$ cat config.mk
export PLATFORM = sky130hd
export DESIGN_NAME = conv_layer_sequencer
export DESIGN_NICKNAME = d
export VERILOG_FILES = /design/src/rtl/conv_seq_pkg.sv /design/src/rtl/conv_seq_result_wr.sv /design/src/rtl/conv_layer_sequencer.sv
export SDC_FILE = /design/constraint.sdc
export NUM_CORES = 1
export LEC_CHECK = 0
export ABC_CLOCK_PERIOD_IN_PS = 2400
export CORE_ASPECT_RATIO = 0.75
export CORE_UTILIZATION = 25
export DETAILED_ROUTE_END_ITERATION = 6
export MAX_ROUTING_LAYER = met4
export PLACE_DENSITY_LB_ADDON = 0.25
export SLEW_MARGIN = 40
export SYNTH_ARGS = -nofsm -noshare
export SYNTH_HDL_FRONTEND = slang
export SYNTH_SLANG_ARGS = --single-unit
$ cat constraint.sdc
create_clock -name clk -period 2.4 [get_ports clk]
set_input_delay 0.72 -clock clk [delete_from_list [all_inputs] [get_ports clk]]
set_output_delay 0.72 -clock clk [all_outputs]
set_load 0.1 [all_outputs]
$ cat src/rtl/conv_seq_pkg.sv
// Shared types and default geometry for the convolution layer sequencer.
// Defaults size a 28x28, 3-channel, 4-kernel layer; the top overrides them via parameters.
package conv_seq_pkg;

  typedef enum logic [2:0] {
    IDLE  = 3'd0,
    START = 3'd1,
    FEED  = 3'd2,
    DRAIN = 3'd3,
    NEXT  = 3'd4,
    DONE  = 3'd5
  } seq_state_t;

  localparam int PIC_SIZE     = 28;
  localparam int CHANNEL      = 3;
  localparam int KERNEL_TOTAL = 4;
  localparam int PLANE        = PIC_SIZE * PIC_SIZE;
  localparam int IMG_WORDS    = CHANNEL * PLANE;

  // Address width that never collapses to zero bits for degenerate sizes.
  function automatic int width_of(input int n);
    return (n > 1) ? $clog2(n) : 1;
  endfunction

  localparam int PLANE_AW = width_of(PLANE);
  localparam int IMG_AW   = width_of(IMG_WORDS);
  localparam int RES_AW   = width_of(KERNEL_TOTAL * PLANE);

endpackage

$ cat src/rtl/conv_seq_result_wr.sv
// Result writer: registers each engine result into the flat result SRAM at kernel_idx*plane + addr.
// Latency 1 cycle, no backpressure; ReLU clamping on negative results when RESULT_RELU_EN is defined.
module conv_seq_result_wr
  import conv_seq_pkg::*;
#(
  parameter int pic_size         = PIC_SIZE,
  parameter int kernel_total     = KERNEL_TOTAL,
  parameter int conv_result_bits = 11
) (
  input  logic                                          clk,
  input  logic                                          rst_n,
  input  logic [width_of(kernel_total)-1:0]             kernel_idx,
  input  logic                                          conv_result_valid,
  input  logic [conv_result_bits-1:0]                   conv_result,
  input  logic [width_of(pic_size*pic_size)-1:0]        conv_result_addr,
  output logic                                          res_wr_en,
  output logic [width_of(kernel_total*pic_size*pic_size)-1:0] res_wr_addr,
  output logic [conv_result_bits-1:0]                   res_wr_data
);

  localparam int PLANE_SZ = pic_size * pic_size;
  localparam int RW       = width_of(kernel_total * PLANE_SZ);

  logic [conv_result_bits-1:0] data_nxt;

`ifdef RESULT_RELU_EN
  assign data_nxt = conv_result[conv_result_bits-1] ? '0 : conv_result;
`else
  assign data_nxt = conv_result;
`endif

  always_ff @(posedge clk or negedge rst_n) begin
    if (!rst_n) begin
      res_wr_en   <= 1'b0;
      res_wr_addr <= '0;
      res_wr_data <= '0;
    end else begin
      res_wr_en <= conv_result_valid;
      if (conv_result_valid) begin
        res_wr_addr <= RW'(kernel_idx) * RW'(PLANE_SZ) + RW'(conv_result_addr);
        res_wr_data <= data_nxt;
      end
    end
  end

endmodule

$ cat src/rtl/conv_layer_sequencer.sv
// Layer controller: runs the conv engine once per kernel, feeds pixels from image SRAM, writes results.
// need_pic to pic_valid 2 cycles, result strobe to SRAM write 1 cycle; need_pic low stalls reads (RESULT_RELU_EN optional).
module conv_layer_sequencer
  import conv_seq_pkg::*;
#(
  parameter int pic_bits         = 2,
  parameter int pic_size         = PIC_SIZE,
  parameter int channel          = CHANNEL,
  parameter int kernel_total     = KERNEL_TOTAL,
  parameter int conv_result_bits = 11
) (
  input  logic                                                clk,
  input  logic                                                rst_n,
  input  logic                                                layer_start,
  output logic                                                layer_busy,
  output logic                                                layer_done,
  output logic [width_of(kernel_total)-1:0]                   kernel_idx,
  output logic                                                conv_start,
  input  logic                                                need_pic,
  output logic [pic_bits-1:0]                                 pic,
  output logic                                                pic_valid,
  input  logic                                                conv_finish,
  input  logic                                                conv_result_valid,
  input  logic [conv_result_bits-1:0]                         conv_result,
  input  logic [width_of(pic_size*pic_size)-1:0]              conv_result_addr,
  output logic                                                img_rd_en,
  output logic [width_of(channel*pic_size*pic_size)-1:0]      img_rd_addr,
  input  logic [pic_bits-1:0]                                 img_rd_data,
  output logic                                                res_wr_en,
  output logic [width_of(kernel_total*pic_size*pic_size)-1:0] res_wr_addr,
  output logic [conv_result_bits-1:0]                         res_wr_data
);

  localparam int IMG_WORDS_P = channel * pic_size * pic_size;
  localparam int IW          = width_of(IMG_WORDS_P);
  localparam int KW          = width_of(kernel_total);

  localparam logic [2:0] S_IDLE  = 3'(IDLE);
  localparam logic [2:0] S_START = 3'(START);
  localparam logic [2:0] S_FEED  = 3'(FEED);
  localparam logic [2:0] S_DRAIN = 3'(DRAIN);
  localparam logic [2:0] S_NEXT  = 3'(NEXT);
  localparam logic [2:0] S_DONE  = 3'(DONE);

  logic [2:0] state;
  logic       rd_pend;
  logic       last_rd;
  logic       kill;

  assign img_rd_en  = (state == S_FEED) && need_pic;
  assign last_rd    = (img_rd_addr == IW'(IMG_WORDS_P - 1));
  // An early finish abandons the pass and squashes whatever read is still returning.
  assign kill       = (state == S_FEED) && conv_finish;
  assign conv_start = (state == S_START) || (state == S_FEED) || (state == S_DRAIN);
  assign layer_busy = (state != S_IDLE) && (state != S_DONE);
  assign layer_done = (state == S_DONE);

  always_ff @(posedge clk or negedge rst_n) begin
    if (!rst_n) begin
      state       <= S_IDLE;
      kernel_idx  <= '0;
      img_rd_addr <= '0;
    end else begin
      case (state)
        S_IDLE: if (layer_start) begin
          state       <= S_START;
          kernel_idx  <= '0;
          img_rd_addr <= '0;
        end
        S_START: state <= S_FEED;
        S_FEED: begin
          if (conv_finish) begin
            state <= S_NEXT;
          end else if (img_rd_en) begin
            img_rd_addr <= img_rd_addr + 1'b1;
            if (last_rd) state <= S_DRAIN;
          end
        end
        S_DRAIN: if (conv_finish) state <= S_NEXT;
        S_NEXT: begin
          if (kernel_idx == KW'(kernel_total - 1)) begin
            state <= S_DONE;
          end else begin
            kernel_idx  <= kernel_idx + 1'b1;
            img_rd_addr <= '0;
            state       <= S_START;
          end
        end
        S_DONE:  state <= S_IDLE;
        default: state <= S_IDLE;
      endcase
    end
  end

  always_ff @(posedge clk or negedge rst_n) begin
    if (!rst_n) begin
      rd_pend   <= 1'b0;
      pic_valid <= 1'b0;
      pic       <= '0;
    end else begin
      rd_pend   <= img_rd_en && !kill;
      pic_valid <= rd_pend && !kill;
      pic       <= (rd_pend && !kill) ? img_rd_data : '0;
    end
  end

  conv_seq_result_wr #(
    .pic_size         (pic_size),
    .kernel_total     (kernel_total),
    .conv_result_bits (conv_result_bits)
  ) u_result_wr (
    .clk               (clk),
    .rst_n             (rst_n),
    .kernel_idx        (kernel_idx),
    .conv_result_valid (conv_result_valid),
    .conv_result       (conv_result),
    .conv_result_addr  (conv_result_addr),
    .res_wr_en         (res_wr_en),
    .res_wr_addr       (res_wr_addr),
    .res_wr_data       (res_wr_data)
  );

endmodule
==> run metrics, run 1 <==
IO Count 74; area of the multi-input gates between 900 and 1000 um2; Seq/Total Area, Yosys between 50% and 60%; Syn-to-layout area delta 49.9%; Clk pin slew, worst setup/hold paths about 0.060 ns; Final setup viols 0; global-route wire length before repair 8940 um; Final Hold Viols 0; Final Critical Period between 2 and 2.5 ns; Reg-to-Reg End u_result_wr.res_wr_addr[10]; Slew headroom between 60% and 70%; CTS root buf clkbuf_16; gr ovfl total 0; CTS tree yes; critical path required time approximately 2.6 ns; Worst Path Max Fanout 2; status finished clean; asr flop ratio synth 100%; Post-synth EDFFs 0; routability cong. between 0.7 and 0.8; chip width roughly 110 um; max-slew violations 0; chip height approximately 83 um; final hold slack ~0.43 ns; Post-route DRC 0; Hold-fix buffers, CTS 0; r2r setup slk approximately 0.5 ns; largest net degree at the start of global routing 30; Clock Tree Buf Depth 2; Mapped Area between 2000 and 2500 um2; synth warn 0; syn_area_per_cell around 11 um2; IO buf count between 70 and 80; Sequential Area roughly 1100 um2; Pre-antenna DRT Iters 4; RSZ-0062 raised after global routing no; fin crit share 96.4%; Final Util 38.8%; Routed Antenna Nets 0; # diodes 0; DP Wirelength 3970 um; most common cell after layout, fill and taps aside buf_4; Max IR drop VDD approximately 0.00055 V; CP Class in2reg; full die area 9130 um2; Rows 29; Fmax between 400 and 500 MHz; Num CTS Buffers 5; r2r startpoint kernel_idx[0]; power per cell area ~1200 nW/um2; ys flop type dfrtp_1; commonest cells after routing, fill and taps aside buf_4, dfrtp_1, clkdlybuf4s50_1; net count after synthesis 233; CP endpoint kind flop; worst slew pin tran about 0.57 ns; Unique masters post-synth 39; Reg2Reg Depth 7; number of global-route vias before repair 1783; Synth area leader dfrtp_1; Starting Density 25.9%; HP Class in2async; antenna violations before repair 0; DR WL/cell 13.2 um; Vias 1738; core area 8450 um2; clk sinks between 40 and 50; Layout Skew ~0.007 ns; Synth Register Bits 45; Syn Inst Count 195; clock latency on the worst-skew pair 0.28 ns; fill count 837; crit path DAT between 2 and 2.5 ns; htree depth 2; layout cells sized above 1 a little over a third; WL final about 5300 um; Max Cap Violations 0; Leak roughly 1.5 nW; routed vias/inst 4.38; global-route usage over all layers between 10% and 20%; nets@finish 326; top cell type's share of synthesized area slightly above 50%; Critical Path Source Type primary input; synth top area cells dfrtp_1, mux2_2, ha_1; DRT iter0 DRCs 43
## cell usage after synthesis (2+ instances only)
master / count
ha_1: 8
inv_1: 16
nor2_1: 16
nand4bb_1: 2
o21ai_0: 4
nor2b_1: 5
xor2_1: 2
a21oi_1: 5
dfrtp_1: 45
a21o_1: 4
nand2_1: 8
xnor2_1: 9
o21a_1: 2
nor4_1: 6
mux2_2: 19
nand2b_1: 2
and2_1: 4
nand3_1: 4
a22o_1: 4
nor3_1: 3
a31oi_1: 2
clkbuf_1: 5
mux2i_1: 4
## critical path: stages
cell             delay (ns)
clkdlybuf4s50_1        0.45
buf_4                  0.15
ha_1                   0.26
a21o_1                 0.19
a41oi_1                0.34
xnor2_1                0.10
mux2_2                 0.27
## sequential cells by signal, summed over array words and instances, names as in the netlist
name and flops:
pic_valid 1, pic 2, u_result_wr.res_wr_data 11, u_result_wr.res_wr_en 1
u_result_wr.res_wr_addr 12, kernel_idx 2, rd_pend 1, state 3
img_rd_addr 12
## report_power, final
| part | internal [W] | leakage (nW) | total, W | switching, W |
|---|---|---|---|---|
| registers | 0.000900 | 0.567 | 0.00104 | 0.000135 |
| clock network | 0.000416 | 0.0712 | 0.000689 | 0.000274 |
| logic | 0.000674 | 0.881 | 0.00219 | 0.00152 |
## cells by family (layout without fill, tap and decap cells)
kind of cell	after synthesis	after routing	share of synthesized area [%]
multiplexers	23	23	11.6
AND/OR/NAND/NOR	57	57	14.4
flip-flops	45	45	51.5
AO/OA/AOI/OAI	27	27	8.64
buffers and inverters	23	117	4.00
XOR/XNOR	11	11	4.41
adder cells (fa/ha/maj)	9	9	5.49
## routing by layer
| layer | share of wire, % | up-vias | global-route usage (%) |
|---|---|---|---|
| met1 | 52 | 831 | 18.7 |
| met3 | 4.5 | 2 | 2.90 |
| met5 | 0 | - | - |
| met4 | 0.55 | 0 | 4.00 |
| met2 | 43 | 43 | 18.1 |
| li1 | - | 862 | - |
## worst max path at each step
stage,end,cells after the start,from,slack (ns)
after floorplan,img_rd_addr[10],4,img_rd_addr[3],0.1
after global placement,u_result_wr.res_wr_addr[10],8,conv_result_addr[4],-0.24
after detailed placement,u_result_wr.res_wr_addr[10],8,conv_result_addr[4],-0.28
after CTS,u_result_wr.res_wr_addr[10],8,conv_result_addr[4],0.004
after global routing,u_result_wr.res_wr_addr[10],8,conv_result_addr[4],0.02
final,u_result_wr.res_wr_addr[9],7,conv_result_addr[5],0.09
## what timing repair did
item,CTS,global route
setup buffers,0,0
setup endpoints to repair,1,1
resized for setup,2,3
## stage by stage
stage | area [um2] | power, W | std cells | worst slack (ns) | TNS [ns]
after CTS | 3270 | 0.00397 | 397 | 0.00384 | 0
after global placement | 3130 | 0.00324 | 389 | -0.240 | -0.525
after detailed placement | 3130 | 0.00325 | 389 | -0.284 | -0.720
after global routing | 3280 | 0.00413 | 397 | 0.0155 | 0
final | 3280 | 0.00392 | 397 | 0.0858 | 0
after floorplan | 2200 | 0.00261 | 195 | 0.0962 | 0
## area by class of cell
cell class	count	area share, %
flip-flops and latches	45	34.4
multi-input cells	127	30.0
repair buffers	93	25.1
clock buffers	8	4.46
well taps	108	4.12
inverters	16	1.83
No activity file was read; power rests on OpenSTA's default activity.
==> inputs of run 2 (changes only) <==
CTS_BUF_LIST = sky130_fd_sc_hd__clkbuf_2   (was default)
==> run metrics, run 2 (same netlist as run 1, synthesis figures left out) <==
clock latency on the worst-skew pair 0.41 ns; core area 8450 um2; max-slew violations 0; Clk pin slew, worst setup/hold paths around 0.25 ns; Post-route DRC 0; # placed instances just under 400; status finished clean; power per cell area between 1000 and 1500 nW/um2; Num CTS Buffers 5; chip height between 80 and 90 um; IO buf count 73; Max IR drop VDD ~0.0005 V; largest net degree at the start of global routing 30; crit path DAT around 1.5 ns; HP Class in2async; layout cells sized above 1 between 30 and 40%; fin crit share between 90% and 100%; routability cong. 0.771; IO Count 74; Final setup viols 0; Fmax between 400 and 500 MHz; global-route wire length before repair roughly 8900 um; critical path required time between 1.5 and 2 ns; htree depth 2; switching fraction of total power 53.5%; Vias about 1700; Non-Filler Instances approximately 400; Starting Density between 20% and 30%; Slew headroom 62.6%; Final Util between 30% and 40%; DP Wirelength ~4000 um; Clock Tree Buf Depth 2; Rows 29; Final Critical Period between 2 and 2.5 ns; fill count approximately 850; Pre-antenna DRT Iters 4; Layout Skew 0.0422 ns; Critical Path Source Type flop; CP Class reg2out; r2r startpoint kernel_idx[0]; most common cell after layout, fill and taps aside buf_4; sequential power share between 20 and 30%; CP endpoint kind output pin; Largest regs img_rd_addr x12, u_result_wr.res_wr_addr x12, u_result_wr.res_wr_data x11; CTS tree yes; nets@finish roughly 330; CTS root buf clkbuf_2; chip width 110 um; global-route usage over all layers about an eighth; clock share of power 9.0%; number of global-route vias before repair ~1800; gr ovfl total 0; Syn-to-layout area delta 44.8%; # diodes 0; WL final between 5000 and 6000 um; Worst Path Max Fanout 7; clk sinks 45; Final Hold Viols 0; Critical Path Start state[0]; commonest cells after routing, fill and taps aside buf_4, dfrtp_1, clkdlybuf4s50_1; Int Power roughly 0.0016 W; Max Cap Violations 0; Routed Antenna Nets 0; DR WL/cell ~13 um; RSZ-0062 raised after global routing no; full die area 9130 um2; DRT iter0 DRCs 39; Net Switching between 0.0015 and 0.002 W; combinational power share ~60%; antenna violations before repair 0; Leak ~1.5 nW; routed vias/inst 4.38; Hold-fix buffers, CTS 0; worst slew pin tran roughly 0.56 ns
## run 2: cell types whose count changed in the layout (fill, tap and decap cells not counted)
cell	delta
clkbuf_8	-1
ha_1	+1
o21ai_0	+1
o21ai_1	-1
fa_1	+1
clkbuf_16	-5
clkinv_1	+1
clkbuf_1	-2
clkbuf_2	+7
fa_2	-1
ha_2	-1
## run 2: per-layer routing
metal	wire [um]	share of wire, %	track usage [%]
met2	2200	42	17.8
met5	0	0	-
met3	256	4.9	2.90
met1	2690	52	18.9
met4	48	0.92	4.00
## run 2: power by group through the flow
| stage | logic, W | registers [W] | clock network (W) |
|---|---|---|---|
| after floorplan | 0.000756 | 0.00185 | 0 |
| after global placement | 0.00219 | 0.00105 | 0 |
| after detailed placement | 0.00220 | 0.00105 | 0 |
| after CTS | 0.00221 | 0.00104 | 0.000349 |
| after global routing | 0.00232 | 0.00106 | 0.000379 |
| final | 0.00219 | 0.00103 | 0.000320 |
## run 2: worst paths after layout
| path | to | slack (ns) | cells after the start |
|---|---|---|---|
| setup / recovery | layer_done | 0.17 | 3 |
| max in group asynchronous | img_rd_addr[0] | 1.49 | 2 |
| hold reg to reg | pic_valid | 0.53 | 2 |
| hold / removal | img_rd_addr[4] | 0.24 | 1 |
| min in group clk | pic_valid | 0.53 | 2 |
| setup reg to reg | u_result_wr.res_wr_addr[10] | 0.39 | 7 |
## run 2: repair_timing
item,in CTS,in global routing
resized for setup,2,0
hold endpoints to repair,0,0
setup endpoints to repair,1,0
setup buffers,0,0
## run 2: area by class of cell
type / count / area (um2) / area share, %
Tap cell: 108 / 135 / 4.27
Clock buffer: 7 / 35.0 / 1.11
Sequential cell: 45 / 1130 / 35.6
Clock inverter: 1 / 3.75 / 0.119
Timing Repair Buffer: 93 / 825 / 26.0
Multi-Input combinational cell: 127 / 980 / 30.9
Inverter: 16 / 60.1 / 1.90
## run 2: critical path, stage by stage, from the launching register on
cell     delay (ns)
dfrtp_1        0.51
and2_1         0.19
and2_1         0.20
buf_12         0.19
## run 2: through the flow
| stage | TNS (ns) | total power, W | hold WS, ns | setup slack (ns) | instance area, um2 |
|---|---|---|---|---|---|
| final | 0 | 0.00354 | 0.243 | 0.167 | 3170 |
| after global routing | 0 | 0.00376 | 0.220 | 0.0323 | 3170 |
| after CTS | 0 | 0.00359 | 0.242 | 0.124 | 3170 |
| after detailed placement | -0.720 | 0.00325 | 0.497 | -0.284 | 3130 |
| after global placement | -0.525 | 0.00324 | 0.490 | -0.240 | 3130 |
| after floorplan | 0 | 0.00261 | 0.424 | 0.0962 | 2200 |
==> inputs of run 3 (changes only) <==
GPL_ROUTABILITY_DRIVEN = 0   (was default)
RECOVER_POWER = 100   (was default)
==> run metrics, run 3 (same netlist as run 1, synthesis figures left out) <==
status finished clean; Starting Density between 20 and 30%; Post-CTS Setup Bufs 0; Net Switching around 0.0019 W; chip height 83 um; Leak 1.41 nW; Slew headroom between 10% and 20%; Critical Path Source Type primary input; Pre-antenna DRT Iters 4; full die area between 9000 and 10000 um2; Routed Antenna Nets 0; # diodes 0; Post-route DRC 0; combinational power share approximately 60%; Num CTS Buffers 5; RSZ-0062 raised after global routing no; Syn-to-layout area delta 37.1%; Largest regs img_rd_addr x12, u_result_wr.res_wr_addr x12, u_result_wr.res_wr_data x11; Setup TNS 0 ns; IO Count between 70 and 80; Layout Skew roughly 0.041 ns; IO buf count between 70 and 80; global-route wire length before repair 8890 um; Final Hold Viols 0; htree depth 2; Clock Tree Buf Depth 2; nets@finish 326; crit path DAT roughly 2.6 ns; clock latency on the worst-skew pair 0.41 ns; clk sinks 45; DRT iter0 DRCs 49; Vias ~1700; CTS tree yes; delay of the slowest critical-path stage 0.57 ns; CP Class in2reg; Worst Path Max Fanout 2; most common cell after layout, fill and taps aside clkbuf_2; max-slew violations 0; Worst Path Buf+Inv 2; worst slew pin tran around 1.3 ns; crit-path cells dlygate4sd3_1, clkbuf_4, ha_1, a21o_1, a41oi_1, xnor2_1, mux2_2; Fmax between 400 and 500 MHz; power per cell area 1120 nW/um2; DP Wirelength between 3000 and 4000 um; Final Critical Period between 2 and 2.5 ns; gr ovfl total 0; Crit-path slowest cell dlygate4sd3_1; switching fraction of total power 55.8%; Clk pin slew, worst setup/hold paths 0.21 ns; Rows 29; largest net degree at the start of global routing 30; chip width about 110 um; DR WL/cell about 13 um; Final setup viols 0; fill count 889; Max IR drop VDD just under 0.0005 V; CP endpoint kind flop; HP Class reg2reg; Max Cap Violations 0; CTS root buf clkbuf_2; clock share of power a little under a tenth; global-route usage over all layers 13.0%; Int Power between 0.001 and 0.0015 W; antenna violations before repair 0; WL final between 5000 and 6000 um; critical path required time 2.71 ns; sequential power share a little under a third; Final Util between 30% and 40%; commonest cells after routing, fill and taps aside clkbuf_2, dfrtp_1, clkdlybuf4s50_1; Hold-fix buffers, CTS 0; layout cells sized above 1 a little under a third; fin crit share a little over nine tenths; number of global-route vias before repair between 1500 and 2000; core area roughly 8500 um2; routed vias/inst roughly 4.4; post-cts resize count 2; cell type group with the largest total delay on the critical path buffers and inverters
run 3: final cells by class:
cell class              count  area (um2)  share of cell area, %
clock buffers               7        35.0                   1.17
flip-flops and latches     45        1130                   37.6
inverters                  16        60.1                   2.00
multi-input cells         127         980                   32.7
well taps                 108         135                   4.51
clock inverters             1        3.75                  0.125
repair buffers             93         657                   21.9
run 3: metal layers:
layer | share of wire, % | GRT usage (%)
met3 | 4.8 | 2.90
met1 | 52 | 18.9
met2 | 42 | 17.8
met4 | 0.93 | 4.00
met5 | 0 | -
run 3: worst min-delay path, delay by kind of cell, from the launching register on:
| family | cells | cell delay (ns) |
|---|---|---|
| AO/OA/AOI/OAI | 1 | 0.07 |
| buffers and inverters | 1 | 0.05 |
| flip-flops | 1 | 0.40 |
run 3: path summary, 6_finish.rpt:
check	startpoint	to	slack, ns	cells past startpoint
max in group asynchronous	rst_n	img_rd_addr[0]	0.75	2
worst max-delay path	conv_result_addr[5]	u_result_wr.res_wr_addr[9]	0.11	7
worst max register to register	kernel_idx[0]	u_result_wr.res_wr_addr[10]	0.30	7
worst min register to register	rd_pend	pic_valid	0.53	2
worst min-delay path	rd_pend	pic_valid	0.53	2
min in group asynchronous	rst_n	img_rd_addr[4]	0.54	1
run 3: per-stage QoR:
step	setup slack (ns)	area [um2]	hold WS [ns]	cells	power, W
global placement	-0.240	3130	0.490	389	0.00324
floorplan	0.0962	2200	0.424	195	0.00261
CTS	0.124	3170	0.242	397	0.00359
global route	0.0323	3000	0.565	397	0.00358
detailed placement	-0.284	3130	0.497	389	0.00325
finish	0.107	3000	0.533	397	0.00337
run 3: power by group through the flow:
stage	Clock [W]	Sequential (W)	Combinational (W)
floorplan	0	0.00185	0.000756
global placement	0	0.00105	0.00219
detailed placement	0	0.00105	0.00220
CTS	0.000349	0.00104	0.00221
global route	0.000379	0.00106	0.00214
finish	0.000319	0.00103	0.00202
